## config.mk

```make
export PLATFORM = sky130hd
export DESIGN_NAME = ds_load_store_agen_flat
export DESIGN_NICKNAME = d
export VERILOG_FILES = /design/src/rtl/ds_load_store_agen_if.sv /design/src/rtl/ds_load_store_agen.sv /design/src/flat_wrapper.sv
export SDC_FILE = /design/constraint.sdc
export NUM_CORES = 1
export LEC_CHECK = 0
export ABC_CLOCK_PERIOD_IN_PS = 12300
export CORE_MARGIN = 3
export CORE_UTILIZATION = 40
export DETAILED_ROUTE_END_ITERATION = 10
export SLEW_MARGIN = 20
export SYNTH_ARGS = -nofsm -noshare
export SYNTH_HDL_FRONTEND = slang
export SYNTH_SLANG_ARGS = --single-unit
export TNS_END_PERCENT = 10
```

## constraint.sdc

```tcl
create_clock -name clock_i -period 12.3 [get_ports clock_i]
set_input_delay 3.075 -clock clock_i [delete_from_list [all_inputs] [get_ports clock_i]]
set_output_delay 3.075 -clock clock_i [all_outputs]
set_load 0.02 [all_outputs]
```

## src/rtl/ds_load_store_agen_if.sv

```systemverilog
// Bundle between the DS-form decoder, GPR read port, load/store pipe and the agen.
// No latency of its own: plain wires grouped for port lists.
// Flow control lives in the agen: stall_o toward decode, enable_o/ready_i toward LdSt.
interface ds_load_store_agen_if #(
    parameter int regWidth  = 5,
    parameter int immWidth  = 14,
    parameter int addrWidth = 64
);
    // decoded op stream
    logic                 enable_i;
    logic [regWidth-1:0]  reg1_i;
    logic [regWidth-1:0]  reg2_i;
    logic                 reg2ValOrZero_i;
    logic [immWidth-1:0]  imm_i;
    logic [1:0]           functionalUnitCode_i;
    logic                 stall_o;
    // GPR read port
    logic                 regReadEnable_o;
    logic [regWidth-1:0]  regReadAddr_o;
    logic                 regReadValid_i;
    logic [addrWidth-1:0] regReadData_i;
    // load/store pipe output
    logic                 enable_o;
    logic                 ready_i;
    logic [addrWidth-1:0] ea_o;
    logic [regWidth-1:0]  dataReg_o;
    logic                 update_o;
    logic [regWidth-1:0]  updateReg_o;
    logic                 invalid_o;

    // the agen's view
    modport slave (
        input  enable_i, reg1_i, reg2_i, reg2ValOrZero_i, imm_i, functionalUnitCode_i,
        output stall_o,
        output regReadEnable_o, regReadAddr_o,
        input  regReadValid_i, regReadData_i,
        output enable_o, ea_o, dataReg_o, update_o, updateReg_o, invalid_o,
        input  ready_i
    );

    // the surrounding pipeline's view
    modport master (
        output enable_i, reg1_i, reg2_i, reg2ValOrZero_i, imm_i, functionalUnitCode_i,
        input  stall_o,
        input  regReadEnable_o, regReadAddr_o,
        output regReadValid_i, regReadData_i,
        input  enable_o, ea_o, dataReg_o, update_o, updateReg_o, invalid_o,
        output ready_i
    );
endinterface

```

## src/rtl/ds_load_store_agen.sv

```systemverilog
// DS-form load/store effective-address generator: buffers ops, reads RA, emits EA = base + sext({DS,00}).
// Latency: enable_o from the cycle after capture edge +2 (literal-zero base) or +3 plus GPR wait cycles.
// Backpressure: stall_o while the op buffer is full; the output is held stable until ready_i.
module ds_load_store_agen #(
    parameter int         regWidth     = 5,
    parameter int         immWidth     = 14,
    parameter int         addrWidth    = 64,
    parameter int         fifoDepth    = 2,
    parameter logic [1:0] LdStUnitCode = 2'd2
) (
    input  logic                clock_i,
    input  logic                reset_i,
    ds_load_store_agen_if.slave agen_if
);

    localparam int PtrW = (fifoDepth > 1) ? $clog2(fifoDepth) : 1;
    localparam int CntW = $clog2(fifoDepth + 1);

    typedef struct packed {
        logic [regWidth-1:0] reg1;
        logic [regWidth-1:0] reg2;
        logic                valOrZero;
        logic [immWidth-1:0] imm;
    } op_t;

    typedef enum logic [1:0] {
        IDLE   = 2'd0,
        READ   = 2'd1,
        OUTPUT = 2'd2
    } state_t;

    // op buffer
    op_t            mem_q [fifoDepth];
    logic [PtrW-1:0] wr_ptr_q;
    logic [PtrW-1:0] rd_ptr_q;
    logic [CntW-1:0] count_q;
    logic [CntW-1:0] count_d;
    logic            fresh_q;
    logic            push;
    logic            pop;
    logic            head_vld;
    op_t             head;

    // FSM and registered outputs
    state_t               state_q;
    logic                 rd_en_q;
    logic [regWidth-1:0]  rd_addr_q;
    logic                 out_vld_q;
    logic [addrWidth-1:0] ea_q;
    logic [regWidth-1:0]  data_reg_q;
    logic                 upd_q;
    logic [regWidth-1:0]  upd_reg_q;
    logic                 inv_q;

    logic [addrWidth-1:0] offset;
    logic                 literal_base;

    assign push = agen_if.enable_i
                  && (agen_if.functionalUnitCode_i == LdStUnitCode)
                  && (count_q < CntW'(fifoDepth));
    assign pop  = (state_q == OUTPUT) && agen_if.ready_i;
    assign head = mem_q[rd_ptr_q];

    // An entry becomes readable on the cycle after its write edge, so an entry
    // written by the previous edge (fresh_q) is excluded from the visible count.
    // Older entries are always ahead of it, so this only matters when it is alone.
    assign head_vld = (count_q > CntW'(fresh_q));

    // DS immediate: bit 0 in IBM numbering is the MSB and carries the sign.
    assign offset = {{(addrWidth-immWidth-2){head.imm[immWidth-1]}}, head.imm, 2'b00};
    assign literal_base = head.valOrZero && (head.reg2 == '0);

    // occupancy next-state; simultaneous push and pop leave it unchanged
    always_comb begin
        count_d = count_q;
        if (push && !pop) begin
            count_d = count_q + CntW'(1);
        end else if (!push && pop) begin
            count_d = count_q - CntW'(1);
        end
    end

    // op buffer storage, pointers and occupancy
    always_ff @(posedge clock_i or posedge reset_i) begin
        if (reset_i) begin
            for (int i = 0; i < fifoDepth; i++) begin
                mem_q[i] <= '0;
            end
            wr_ptr_q <= '0;
            rd_ptr_q <= '0;
            count_q  <= '0;
            fresh_q  <= 1'b0;
        end else begin
            if (push) begin
                mem_q[wr_ptr_q] <= '{reg1:      agen_if.reg1_i,
                                     reg2:      agen_if.reg2_i,
                                     valOrZero: agen_if.reg2ValOrZero_i,
                                     imm:       agen_if.imm_i};
                wr_ptr_q <= wr_ptr_q + PtrW'(1);
            end
            if (pop) begin
                rd_ptr_q <= rd_ptr_q + PtrW'(1);
            end
            count_q <= count_d;
            fresh_q <= push;
        end
    end

    // IDLE -> (READ ->) OUTPUT -> IDLE, all outputs registered
    always_ff @(posedge clock_i or posedge reset_i) begin
        if (reset_i) begin
            state_q    <= IDLE;
            rd_en_q    <= 1'b0;
            rd_addr_q  <= '0;
            out_vld_q  <= 1'b0;
            ea_q       <= '0;
            data_reg_q <= '0;
            upd_q      <= 1'b0;
            upd_reg_q  <= '0;
            inv_q      <= 1'b0;
        end else begin
            case (state_q)
                IDLE: begin
                    if (head_vld) begin
                        if (literal_base) begin
                            // RA==0 in the literal-zero form: no GPR read needed
                            ea_q       <= offset;
                            out_vld_q  <= 1'b1;
                            data_reg_q <= head.reg1;
                            upd_q      <= 1'b0;
                            upd_reg_q  <= head.reg2;
                            inv_q      <= 1'b0;
                            state_q    <= OUTPUT;
                        end else begin
                            rd_en_q   <= 1'b1;
                            rd_addr_q <= head.reg2;
                            state_q   <= READ;
                        end
                    end
                end
                READ: begin
                    if (agen_if.regReadValid_i) begin
                        rd_en_q    <= 1'b0;
                        ea_q       <= agen_if.regReadData_i + offset;
                        out_vld_q  <= 1'b1;
                        data_reg_q <= head.reg1;
                        upd_q      <= ~head.valOrZero;
                        upd_reg_q  <= head.reg2;
                        // update form with RA==0 is architecturally invalid; consumer traps
                        inv_q      <= ~head.valOrZero & (head.reg2 == '0);
                        state_q    <= OUTPUT;
                    end
                end
                OUTPUT: begin
                    if (agen_if.ready_i) begin
                        out_vld_q <= 1'b0;
                        upd_q     <= 1'b0;
                        inv_q     <= 1'b0;
                        state_q   <= IDLE;
                    end
                end
                default: begin
                    state_q <= IDLE;
                end
            endcase
        end
    end

    assign agen_if.stall_o         = (count_q == CntW'(fifoDepth));
    assign agen_if.regReadEnable_o = rd_en_q;
    assign agen_if.regReadAddr_o   = rd_addr_q;
    assign agen_if.enable_o        = out_vld_q;
    assign agen_if.ea_o            = ea_q;
    assign agen_if.dataReg_o       = data_reg_q;
    assign agen_if.update_o        = upd_q;
    assign agen_if.updateReg_o     = upd_reg_q;
    assign agen_if.invalid_o       = inv_q;

endmodule

```

## src/flat_wrapper.sv

```systemverilog
// flat-port wrapper written by rule: the top's interface ports become plain ports
module ds_load_store_agen_flat 
#(
    parameter int         regWidth     = 5,
    parameter int         immWidth     = 14,
    parameter int         addrWidth    = 64,
    parameter int         fifoDepth    = 2,
    parameter logic [1:0] LdStUnitCode = 2'd2
)
  (clock_i, reset_i, agen_if_enable_i, agen_if_reg1_i, agen_if_reg2_i, agen_if_reg2ValOrZero_i, agen_if_imm_i, agen_if_functionalUnitCode_i, agen_if_stall_o, agen_if_regReadEnable_o, agen_if_regReadAddr_o, agen_if_regReadValid_i, agen_if_regReadData_i, agen_if_enable_o, agen_if_ea_o, agen_if_dataReg_o, agen_if_update_o, agen_if_updateReg_o, agen_if_invalid_o, agen_if_ready_i);
  ds_load_store_agen_if #(.regWidth(regWidth), .immWidth(immWidth), .addrWidth(addrWidth)) agen_if_i ();
  input  logic clock_i;
  input  logic reset_i;
  input wire logic [$bits(agen_if_i.enable_i)-1:0] agen_if_enable_i;
  input wire logic [$bits(agen_if_i.reg1_i)-1:0] agen_if_reg1_i;
  input wire logic [$bits(agen_if_i.reg2_i)-1:0] agen_if_reg2_i;
  input wire logic [$bits(agen_if_i.reg2ValOrZero_i)-1:0] agen_if_reg2ValOrZero_i;
  input wire logic [$bits(agen_if_i.imm_i)-1:0] agen_if_imm_i;
  input wire logic [$bits(agen_if_i.functionalUnitCode_i)-1:0] agen_if_functionalUnitCode_i;
  output wire logic [$bits(agen_if_i.stall_o)-1:0] agen_if_stall_o;
  output wire logic [$bits(agen_if_i.regReadEnable_o)-1:0] agen_if_regReadEnable_o;
  output wire logic [$bits(agen_if_i.regReadAddr_o)-1:0] agen_if_regReadAddr_o;
  input wire logic [$bits(agen_if_i.regReadValid_i)-1:0] agen_if_regReadValid_i;
  input wire logic [$bits(agen_if_i.regReadData_i)-1:0] agen_if_regReadData_i;
  output wire logic [$bits(agen_if_i.enable_o)-1:0] agen_if_enable_o;
  output wire logic [$bits(agen_if_i.ea_o)-1:0] agen_if_ea_o;
  output wire logic [$bits(agen_if_i.dataReg_o)-1:0] agen_if_dataReg_o;
  output wire logic [$bits(agen_if_i.update_o)-1:0] agen_if_update_o;
  output wire logic [$bits(agen_if_i.updateReg_o)-1:0] agen_if_updateReg_o;
  output wire logic [$bits(agen_if_i.invalid_o)-1:0] agen_if_invalid_o;
  input wire logic [$bits(agen_if_i.ready_i)-1:0] agen_if_ready_i;
  assign agen_if_i.enable_i = agen_if_enable_i;
  assign agen_if_i.reg1_i = agen_if_reg1_i;
  assign agen_if_i.reg2_i = agen_if_reg2_i;
  assign agen_if_i.reg2ValOrZero_i = agen_if_reg2ValOrZero_i;
  assign agen_if_i.imm_i = agen_if_imm_i;
  assign agen_if_i.functionalUnitCode_i = agen_if_functionalUnitCode_i;
  assign agen_if_stall_o = agen_if_i.stall_o;
  assign agen_if_regReadEnable_o = agen_if_i.regReadEnable_o;
  assign agen_if_regReadAddr_o = agen_if_i.regReadAddr_o;
  assign agen_if_i.regReadValid_i = agen_if_regReadValid_i;
  assign agen_if_i.regReadData_i = agen_if_regReadData_i;
  assign agen_if_enable_o = agen_if_i.enable_o;
  assign agen_if_ea_o = agen_if_i.ea_o;
  assign agen_if_dataReg_o = agen_if_i.dataReg_o;
  assign agen_if_update_o = agen_if_i.update_o;
  assign agen_if_updateReg_o = agen_if_i.updateReg_o;
  assign agen_if_invalid_o = agen_if_i.invalid_o;
  assign agen_if_i.ready_i = agen_if_ready_i;
  ds_load_store_agen #(.regWidth(regWidth), .immWidth(immWidth), .addrWidth(addrWidth), .fifoDepth(fifoDepth), .LdStUnitCode(LdStUnitCode)) u_core (.clock_i(clock_i), .reset_i(reset_i), .agen_if(agen_if_i));
endmodule
```

== Word-level counts from Yosys, hierarchy flattened ==
Cells that the tools add are included.

* Output and inout port bits: 84
* Logic and storage cells: 104
* Register bits after elaboration: 140

* Eq/ne operators: 9
* Multiplexer cells: 40
* Order comparisons: 5
* $add $sub $neg: 5
* Reduce and logical (&&, ||, !) cells: 19
* Bitwise logic cells: 5

{| class="wikitable"
|+ Operators by type and width
! operator !! number
|-
| $mux W64 || 3
|-
| $pmux W64 S2 || 1
|-
| $mux W25 || 4
|-
| $add A64 B64 Y64 || 1
|-
| $bwmux W50 || 1
|-
| $mux W5 || 6
|-
| $demux W25 S1 || 1
|-
| $pmux W5 S2 || 2
|-
| $mux W2 || 6
|-
| $mux W1 || 11
|-
| $pmux W1 S3 || 3
|-
| $reduce_and A4 Y1 || 2
|-
| $logic_and A1 B1 Y1 || 7
|-
| $eq A2 B2 Y1 const B || 3
|-
| $ne A2 B2 Y1 const B || 3
|-
| $pmux W2 S3 || 1
|-
| $reduce_and A3 Y1 || 2
|-
| $logic_not A5 Y1 || 1
|-
| $reduce_and A5 Y1 || 1
|-
| $ge A2 B2 Y1 const B || 2
|-
| $ne A2 B1 Y1 const B || 2
|-
| $not A1 Y2 || 2
|-
| $reduce_bool A2 Y1 || 2
|-
| $reduce_bool A3 Y1 || 1
|-
| 12 further kinds || 15
|}

== Depth between registers and ports, before layout ==
Gate-level depths: netlist (run 1).

* Depth after elaboration: 9
* Mapped depth: 13
* Depth with buffers taken out: 12

== Worst setup path before layout (run 1) ==
No wires, ideal clock.

* Path kind: input port to flip-flop
* From: input agen_if_regReadData_i[2]
* To: register u_core.ea_q[36], in the netlist u_core.agen_if.ea_o[36]
* Setup time: 0.126 ns
* Data required time: 12.174 ns
* Cell stages on the path: 10
* Slack: 6.791 ns
* Arrival time: 5.383 ns
* Cell sequence: ha_1 fa_1 a21o_1 a311oi_2 nor4_1 or3_1 a21oi_2 o21ai_1 xor2_1 a221o_1

* Word-level cells in the longest chain between the ends: 3

{| class="wikitable"
|+ Ends and longest elaborated chain
! what !! line !! RTL
|-
| start, declared || flat_wrapper.sv:24 || <nowiki>input wire logic [$bits(agen_if_i.regReadData_i)-1:0] agen_if_regReadData_i;</nowiki>
|-
| $add A64 B64 Y64 || ds_load_store_agen.sv:144 || <nowiki>ea_q <= agen_if.regReadData_i + offset;</nowiki>
|-
| $mux W64 || ds_load_store_agen.sv:142 || <nowiki>if (agen_if.regReadValid_i) begin</nowiki>
|-
| $pmux W64 S2 || ds_load_store_agen.sv:122 || <nowiki>case (state_q)</nowiki>
|-
| end signal, assigned || ds_load_store_agen.sv:127 || <nowiki>ea_q <= offset;</nowiki>
|-
| end signal, assigned || ds_load_store_agen.sv:144 ||
|-
| end, declared || ds_load_store_agen.sv:49 || <nowiki>logic [addrWidth-1:0] ea_q;</nowiki>
|}

Every way passes these cells. The select of a mux whose other input is x is not followed.
A chain may end at the register's enable or synchronous reset.

== Worst setup path after layout (run 1) ==
* From: input agen_if_regReadData_i[2]
* To: register u_core.ea_q[56], in the netlist u_core.agen_if.ea_o[56]

The elaborated chain is that of the path after synthesis.

==> out/qor.txt, run 1 <==
worst-path maximum fanout -> 4
status -> finished clean
clk_skew -> 0.0144 ns
initial antenna violation count -> 0
unrepaired setup endpoints after global routing -> false
CTS Buf Count -> 17
family with the most delay on the worst path -> compound AO/OA/AOI/OAI gates
Routed WL -> 28700 um
post-synthesis register bit count -> 140
Syn Inst Count -> 1058
hpwl dp -> 21100 um
crit path DAT -> 6.19 ns
Mapped Nets -> 1218
number of port buffers -> 179
die width -> 161 um
post-route ant nets -> 0
layout net count -> 1374
Storage cell area -> 3500 sq um
area delta synth->final -> 28.0%
fill count -> 2186
register area share after synthesis -> 36.6%
DR iter-0 viols -> 467
row cnt -> 55
Die ar. -> 25800 sq um
first-pass detailed-route iteration total -> 5
max-cap viol count -> 0
Vias/cell -> 5.55
starting density of the core -> 41.5%
EDFF count, synth -> 0
CP Cell Sequence -> clkdlybuf4s50_1 > ha_1 > fa_1 > a21o_1 > a311oi_2 > nor4_1 > o311ai_2 > a31oi_1 > a21o_1 > a21oi_2 > xor2_1 > o21ai_1
final cycle utilization of the critical path -> 48.0%
Hold Crit Class -> reg2reg
Post-CTS Resized -> 0
clk sink count -> 140
crit end category -> flop
Post-CTS Setup Inserts -> 0
core area -> 23100 sq um
largest net degree at the start of global routing -> 81
Setup TNS -> 0 ns
syn_area_per_cell -> 9.04 sq um
CTS root buf -> clkbuf_16
Slew @ Worst Pin -> 1.01 ns
CP Buf/Inv Count -> 1
Reg2Reg Setup Slack -> 8.16 ns
Mapped Area -> 9570 sq um
crit-path most repeated cell -> a21o_1
Setup violations, final -> 0
Pins Over Slew Limit -> 0
Multi-input gate area -> 5800 sq um
antenna cell count -> 0
routed len/inst -> 18.6 um
Slew HR -> 32.6%
Fmax -> 169 MHz
clock-pin slew on the worst setup and hold paths -> 0.07 ns
synth warn -> 0
gr usage total -> 22.4%
vias in the first global route -> 8803
unique cell type count in the Yosys netlist -> 76
first-pass GRT wire length -> 46500 um
required time of the critical path -> 12.58 ns
GPL Wtd Cong -> 0.883
critical path's largest stage delay -> 0.42 ns
crit path time final -> 5.91 ns
nature of the critical path startpoint -> input port
GRT overflow -> 0
clock buffer depth -> 2
DIE HEIGHT -> 161 um
Power Density -> 336 nW/um^2
leakage -> 5.13 nW
Hold Vio Cnt, Final -> 0
clock network fraction of total power -> 12.9%
Setup CP Type -> in2reg
ys async rst share -> 100%
fraction of layout cells with a size suffix above 1 -> 11.4%
setup slack after layout -> 6.39 ns
clk_lat worst skew -> 0.43 ns
dpl ws -> 5.98 ns
Psw -> 0.00202 W
sequential fraction of design power -> 20.0%
Gate power share -> 67.1%
vias -> 8553
Worst IR Drop VDD -> 0.123 mV
cell with the largest stage delay on the worst path -> a311oi_2
leading register cell type out of synthesis -> dfrtp_1
# hold bufs at CTS -> 0
CTS tree -> yes
switching share of power -> 49.2%
Boundary Pins -> 180
DRC errors left -> 0
H-Tree Depth -> 4
Int Power -> 0.00209 W
placed cells by master (no fill, tap or decap), types with 4 or more instances in the layout:
| cell | netlist | layout |
|---|---|---|
| nor3_1 | 10 | 10 |
| o21a_1 | 9 | 9 |
| xor2_1 | 24 | 24 |
| dfrtp_1 | 140 | 140 |
| a21oi_1 | 132 | 132 |
| nand3_1 | 21 | 21 |
| nand4_1 | 18 | 18 |
| nor4_1 | 4 | 4 |
| xnor2_1 | 30 | 30 |
| and3_1 | 10 | 10 |
| clkbuf_16 | 0 | 17 |
| o21ai_1 | 12 | 12 |
| o211ai_1 | 5 | 5 |
| inv_8 | 0 | 5 |
| buf_4 | 0 | 8 |
| a21oi_2 | 6 | 6 |
| and2_1 | 7 | 6 |
| a21o_1 | 19 | 19 |
| mux2i_1 | 16 | 16 |
| ha_1 | 63 | 63 |
| mux2_2 | 64 | 64 |
| o21ai_0 | 75 | 75 |
| nand2_1 | 125 | 124 |
| o31ai_1 | 6 | 6 |
| clkinv_8 | 0 | 6 |
| nor2_1 | 79 | 79 |
| nand2b_1 | 9 | 9 |
| o21bai_1 | 14 | 14 |
| inv_1 | 16 | 15 |
| nor2b_1 | 6 | 4 |
| a31oi_1 | 20 | 20 |
| clkdlybuf4s50_1 | 0 | 179 |
cell usage after synthesis (9+ instances only):
master	number	area (sq um)
a21o_1	19	143
a21oi_1	132	661
a31oi_1	20	125
and3_1	10	62.6
buf_2	16	80.1
clkbuf_1	32	120
dfrtp_1	140	3500
ha_1	63	788
inv_1	16	60.1
mux2_2	64	721
mux2i_1	16	160
nand2_1	125	469
nand2b_1	9	56.3
nand3_1	21	105
nand4_1	18	113
nor2_1	79	297
nor3_1	10	50.1
o21a_1	9	67.6
o21ai_0	75	375
o21ai_1	12	60.1
o21bai_1	14	105
xnor2_1	30	263
xor2_1	24	210
worst reg2reg max path, delay by kind of cell, from the launching register on:
kind	cells	cell delay, ns
flip-flops	1	0.32
AND/OR/NAND/NOR	3	0.67
buffers and inverters	2	0.72
adder cells (fa/ha/maj)	1	0.53
multiplexers	1	0.39
AO/OA/AOI/OAI	5	1.43
logic make-up after synthesis:
family / synth area share [%]
mux: 9.21
buf+inv: 2.85
xor+xnor: 4.94
simple gates: 15.2
flops: 36.6
fa+ha+maj: 8.45
compound gates: 22.7
cell type report:
type                    instances  area share, %
well taps                     313           3.20
inverters                      16          0.532
clock inverters                15           1.53
multi-input cells             851           47.4
repair buffers                188           15.2
clock buffers                  17           3.48
flip-flops and latches        140           28.6
power by group through the flow:
stage / Sequential (W) / Combinational [W] / Clock, W
5_1_grt: 0.000855 / 0.00304 / 0.000565
6_report: 0.000825 / 0.00276 / 0.000529
2_1_floorplan: 0.000954 / 0.00180 / 0
4_1_cts: 0.000827 / 0.00277 / 0.000539
3_3_place_gp: 0.000828 / 0.00274 / 0
3_5_place_dp: 0.000834 / 0.00274 / 0
layer usage:
| metal | vias up | global-route usage [%] | share of wire (%) | wire length (um) |
|---|---|---|---|---|
| met5 | - | 0 | 0 | 0 |
| met4 | 0 | 6.00 | 2.0 | 563 |
| met3 | 40 | 4.77 | 6.3 | 1800 |
| met2 | 254 | 36.0 | 45 | 13000 |
| met1 | 4078 | 30.6 | 47 | 13400 |
| li1 | 4181 | - | - | - |
per-stage QoR:
stage	instance area (sq um)	std cells	total power (W)	hold slack (ns)	utilization, %
final	12200	1540	0.00412	0.482	53.1
after global routing	12200	1540	0.00446	0.502	53.1
after CTS	12200	1540	0.00413	0.488	53.1
after detailed placement	11600	1508	0.00358	0.461	50.4
after global placement	11600	1508	0.00357	0.461	50.4
after floorplan	9570	1058	0.00276	0.461	-
flip-flops by register name (all words and copies together) (netlist names):
signal / flops
u_core.agen_if.invalid_o: 1
u_core.agen_if.enable_o: 1
u_core.agen_if.ea_o: 64
u_core.mem_q: 50
u_core.agen_if.regReadEnable_o: 1
u_core.rd_ptr_q: 1
u_core.state_q: 2
u_core.wr_ptr_q: 1
u_core.agen_if.regReadAddr_o: 5
u_core.agen_if.dataReg_o: 5
u_core.agen_if.update_o: 1
u_core.count_q: 2
u_core.fresh_q: 1
u_core.agen_if.updateReg_o: 5
final timing paths:
path | startpoint | to | cells after the start
min reg2reg | u_core.agen_if.updateReg_o[3] | u_core.agen_if.updateReg_o[3] | 2
min | u_core.agen_if.updateReg_o[3] | u_core.agen_if.updateReg_o[3] | 2
min in group asynchronous | reset_i | u_core.agen_if.updateReg_o[0] | 2
max reg2reg | u_core.rd_ptr_q | u_core.agen_if.ea_o[61] | 12
max | agen_if_regReadData_i[2] | u_core.agen_if.ea_o[56] | 12
max in group asynchronous | reset_i | u_core.fresh_q | 3
Power figures use the tool's default switching activity.
==> run 2: changes to the inputs <==
Settings changed: ABC_CLOCK_PERIOD_IN_PS 12300 to 5410, PLACE_DENSITY from default to 0.66.
Clock period 12.3 ns to 5.41 ns, I/O delays scaled along.
==> out/qor.txt, run 2 (synthesis results as in run 1) <==
CTS root buf -> clkbuf_16
Power Density -> 765 nW/um^2 (+130%)
Boundary Pins -> 180 (unchanged)
GRT overflow -> 0 (unchanged)
starting density of the core -> 41.5% (unchanged)
routed len/inst -> 18.6 um (about the same)
Setup TNS -> 0 ns (unchanged)
row cnt -> 55 (unchanged)
# hold bufs at CTS -> 0 (unchanged)
CTS Buf Count -> 17 (unchanged)
antenna cell count -> 0 (unchanged)
final cycle utilization of the critical path -> 77.8%
nature of the critical path startpoint -> input port
Setup CP Type -> in2reg
reg2reg start -> u_core.rd_ptr_q
commonest non-fill, non-tap cells in the layout -> clkdlybuf4s50_1, dfrtp_1, a21oi_1
clock buffer depth -> 2 (unchanged)
first-pass detailed-route iteration total -> 5 (unchanged)
largest net degree at the start of global routing -> 94 (+16%)
hpwl dp -> 21200 um (+0.65%)
non-filler cells, final -> 1542 (+0.13%)
Routed WL -> 28800 um (+0.14%)
H-Tree Depth -> 4 (unchanged)
R2R depth -> 11 (-1)
Die ar. -> 25800 sq um (unchanged)
vias -> 8567 (+0.16%)
reg-to-reg critical path endpoint -> u_core.agen_if.ea_o[56]
core area -> 23100 sq um (unchanged)
Setup violations, final -> 0 (unchanged)
crit path time final -> 4.21 ns
DR iter-0 viols -> 452 (-3.2%)
Slew @ Worst Pin -> 0.969 ns (-0.0418 ns)
crit path DAT -> 4.49 ns (-1.70 ns)
clk_skew -> 0.0163 ns (+0.00191 ns)
Reg2Reg Setup Slack -> 1.41 ns (-6.75 ns)
worst-path maximum fanout -> 4 (unchanged)
GPL Wtd Cong -> 0.885 (+0.24%)
DIE HEIGHT -> 161 um (unchanged)
area delta synth->final -> 28.2%
fraction of layout cells with a size suffix above 1 -> 11.6% (+0.14 points)
Hold Crit Class -> reg2reg
post-route ant nets -> 0 (unchanged)
Fmax -> 237 MHz
Pins Over Slew Limit -> 0 (unchanged)
leakage -> 5.15 nW (+0.30%)
unrepaired setup endpoints after global routing -> false
dpl cells -> 1510 (+0.13%)
clk sink count -> 140 (unchanged)
max-cap viol count -> 0 (unchanged)
Largest register FFs -> 64 (unchanged)
gr usage total -> 22.2% (-0.21 points)
vias in the first global route -> 8804 (+0.011%)
initial antenna violation count -> 0 (unchanged)
number of port buffers -> 179 (unchanged)
required time of the critical path -> 5.69 ns (-6.89 ns)
critical path capture point -> u_core.agen_if.ea_o[56]
fill count -> 2155 (-1.4%)
crit end category -> flop
Post-CTS Resized -> 0 (unchanged)
first-pass GRT wire length -> 46200 um (-0.74%)
DRC errors left -> 0 (unchanged)
Post-CTS Setup Inserts -> 0 (unchanged)
clk_lat worst skew -> 0.44 ns (about the same)
CTS tree -> yes
Crit. Startpoint -> agen_if_regReadData_i[2]
Worst IR Drop VDD -> 0.325 mV (+160%)
clock-pin slew on the worst setup and hold paths -> 0.07 ns (about the same)
commonest non-fill, non-tap cell in the layout -> clkdlybuf4s50_1
status -> finished clean
Slew HR -> 35.4% (+2.8 points)
die width -> 161 um (unchanged)
Hold Vio Cnt, Final -> 0 (unchanged)
Vias/cell -> 5.56 (about the same)
layout net count -> 1376 (+0.15%)
run 2: changes by cell type in the layout (fill, tap and decap cells not counted), sizes merged:
cell,change
buf,+2
clkinv,+3
clkinvlp,-1
inv,-2
run 2: where the power goes:
part	total (W)	internal (W)	switching [W]
Clock	0.00121	0.000631	0.000577
Combinational	0.00629	0.00257	0.00372
Sequential	0.00188	0.00156	0.000321
run 2: worst min path at each step:
stage | cells after the start | slack, ns | end | from
final | 2 | 0.48 | u_core.agen_if.updateReg_o[0] | u_core.agen_if.updateReg_o[0]
after global routing | 1 | 0.51 | u_core.agen_if.regReadEnable_o | u_core.agen_if.regReadEnable_o
after CTS | 2 | 0.48 | u_core.agen_if.ea_o[0] | u_core.agen_if.ea_o[0]
after global placement | 2 | 0.46 | u_core.agen_if.ea_o[0] | u_core.agen_if.ea_o[0]
after detailed placement | 2 | 0.46 | u_core.agen_if.ea_o[0] | u_core.agen_if.ea_o[0]
after floorplan | 1 | 0.46 | u_core.state_q[0] | u_core.state_q[1]
run 2: worst max-delay path: stages:
cell and delay (ns):
clkdlybuf4s50_1 0.42, ha_1 0.24, fa_1 0.41, a21o_1 0.22, a311oi_2 0.42, nor4_1 0.16, o311ai_2 0.42, a31oi_1 0.20
a21o_1 0.25, a21oi_2 0.15, xor2_1 0.16, o21ai_1 0.08
run 2: metrics by stage:
step	utilization, %	setup slack (ns)	total power (W)	area, sq um	hold slack (ns)
finish	53.2	1.20	0.00938	12300	0.479
global route	53.2	1.09	0.0101	12300	0.505
CTS	53.2	1.22	0.00940	12300	0.481
detailed placement	50.5	0.787	0.00813	11600	0.460
global placement	50.5	0.844	0.00807	11600	0.460
floorplan	-	0.305	0.00627	9570	0.461
run 2: final cells by class:
cell class              instances  area, sq um  share of cell area, %
inverters                      16         65.1                  0.531
clock buffers                  17          425                   3.47
clock inverters                15          196                   1.60
repair buffers                190         1870                   15.3
multi-input cells             851         5800                   47.3
well taps                     313          392                   3.19
flip-flops and latches        140         3500                   28.6
run 2: routing by layer:
metal  up-vias  global-route usage (%)  part of all wire [%]
met5         -                       0                     0
met4         0                    5.88                   1.7
met3        36                    4.20                   5.3
met2       259                    36.7                    46
met1      4087                    29.9                    47
li1       4185                       -                     -
==> run 3: changes to the inputs <==
Settings changed: ABC_CLOCK_PERIOD_IN_PS 5410 to 4280, PLACE_DENSITY 0.66 to default.
Clock period 5.41 ns to 4.28 ns, I/O delays scaled along.
==> out/qor.txt, run 3 (synthesis results as in run 1) <==
CP Cell Sequence -> clkdlybuf4s50_1 > ha_1 > fa_1 > a21o_1 > a311oi_2 > nor4_1 > o311ai_2 > a31oi_1 > a21o_1 > a21oi_2 > xor2_1 > a21oi_1
GPL Wtd Cong -> 0.926 (+4.6%)
Slew HR -> 35.0% (-0.43 points)
Power Density -> 967 nW/um^2 (+26%)
CTS Buf Count -> 17 (unchanged)
initial antenna violation count -> 0 (unchanged)
H-Tree Depth -> 4 (unchanged)
commonest non-fill, non-tap cells in the layout -> clkdlybuf4s50_1, dfrtp_1, a21oi_1
Largest register FFs -> 64 (unchanged)
row cnt -> 55 (unchanged)
Hold Vio Cnt, Final -> 0 (unchanged)
Slew @ Worst Pin -> 0.973 ns (+0.00414 ns)
layout net count -> 1406 (+2.2%)
first-pass detailed-route iteration total -> 5 (unchanged)
Die ar. -> 25800 sq um (unchanged)
vias -> 8754 (+2.2%)
required time of the critical path -> 4.57 ns (-1.12 ns)
crit end category -> flop
max-cap viol count -> 0 (unchanged)
Setup violations, final -> 0 (unchanged)
crit path DAT -> 4.14 ns (-0.35 ns)
vias in the first global route -> 8795 (-0.10%)
leakage -> 5.28 nW (+2.6%)
starting density of the core -> 41.5% (unchanged)
gr usage total -> 22.4% (+0.21 points)
# hold bufs at CTS -> 0 (unchanged)
die width -> 161 um (unchanged)
fraction of layout cells with a size suffix above 1 -> 13.7% (+2.1 points)
Boundary Pins -> 180 (unchanged)
antenna cell count -> 0 (unchanged)
clk_lat worst skew -> 0.43 ns (about the same)
largest net degree at the start of global routing -> 51 (-46%)
final cycle utilization of the critical path -> 90.0%
CTS root buf -> clkbuf_16
Setup CP Type -> in2reg
DR iter-0 viols -> 525 (+16%)
Routed WL -> 29100 um (+1.1%)
unrepaired setup endpoints after global routing -> false
post-route ant nets -> 0 (unchanged)
critical path's largest stage delay -> 0.43 ns (about the same)
GRT overflow -> 0 (unchanged)
Post-CTS Setup Inserts -> 0 (unchanged)
Post-CTS Resized -> 0 (unchanged)
core area -> 23100 sq um (unchanged)
Vias/cell -> 5.57 (+0.23%)
clock buffer depth -> 2 (unchanged)
Setup TNS -> 0 ns (unchanged)
post-route core utilization -> 54.2% (+1.0 points)
Fmax -> 260 MHz
DRC errors left -> 0 (unchanged)
crit-path most repeated cell -> a21o_1
clock-pin slew on the worst setup and hold paths -> 0.07 ns (about the same)
DIE HEIGHT -> 161 um (unchanged)
R2R depth -> 13 (+2)
clk_skew -> 0.0177 ns (+0.00147 ns)
cell with the largest stage delay on the worst path -> a311oi_2
first-pass GRT wire length -> 46800 um (+1.4%)
hold path cells -> 2 (unchanged)
worst-path maximum fanout -> 3 (-1)
CTS tree -> yes
routed len/inst -> 18.5 um (-0.80%)
nature of the critical path startpoint -> input port
number of port buffers -> 179 (unchanged)
hpwl dp -> 21900 um (+3.1%)
Pins Over Slew Limit -> 0 (unchanged)
area delta synth->final -> 30.6%
commonest non-fill, non-tap cell in the layout -> clkdlybuf4s50_1
crit path time final -> 3.85 ns
fill count -> 2159 (+0.19%)
Hold Crit Class -> reg2reg
clk sink count -> 140 (unchanged)
Worst IR Drop VDD -> 0.350 mV (+7.9%)
status -> finished clean
-- run 3: through the flow --
step	cells	cell area (sq um)	hold WS, ns	total power (W)	worst slack, ns
after floorplan	1058	9570	0.461	0.00792	0.588
after global placement	1540	11900	0.457	0.0105	0.0729
after detailed placement	1540	11900	0.464	0.0105	0.0257
after CTS	1572	12500	0.484	0.0121	0.422
after global routing	1572	12500	0.510	0.0131	0.230
final	1572	12500	0.481	0.0121	0.427
-- run 3: critical path, delay by kind of cell --
family	cells	cell delay (ns)
AO/OA/AOI/OAI	7	1.69
adder cells (fa/ha/maj)	2	0.64
buffers and inverters	1	0.42
AND/OR/NAND/NOR	1	0.16
XOR/XNOR	1	0.15
-- run 3: final cells by class --
type,count,area [sq um],area share (%)
Clock buffer,17,425,3.40
Clock inverter,15,170,1.36
Inverter,16,63.8,0.511
Multi-Input combinational cell,851,5800,46.4
Sequential cell,140,3500,28.0
Tap cell,313,392,3.13
Timing Repair Buffer,220,2140,17.1
-- run 3: per-layer routing --
layer / part of all wire (%) / vias up / GRT usage, %
li1: - / 4257 / -
met1: 48 / 4199 / 31.3
met2: 46 / 270 / 36.1
met3: 5.3 / 28 / 4.41
met4: 1.3 / 0 / 4.77
met5: 0 / - / 0
-- run 3: power by group --
part           switching, W  internal, W  total (W)  leakage [nW]
sequential         0.000403      0.00197    0.00238          1.70
combinational       0.00476      0.00345    0.00821          3.30
clock              0.000717     0.000787    0.00150         0.281
total               0.00588      0.00621     0.0121          5.28
-- run 3: final timing paths --
check	slack, ns	end	startpoint
min in group asynchronous	1.14	u_core.agen_if.update_o	reset_i
max in group asynchronous	2.36	u_core.agen_if.ea_o[27]	reset_i
setup / recovery	0.43	u_core.agen_if.ea_o[60]	agen_if_regReadData_i[2]
hold / removal	0.48	u_core.agen_if.dataReg_o[0]	u_core.agen_if.dataReg_o[0]
hold reg to reg	0.48	u_core.agen_if.dataReg_o[0]	u_core.agen_if.dataReg_o[0]
setup reg to reg	0.48	u_core.agen_if.ea_o[60]	u_core.rd_ptr_q
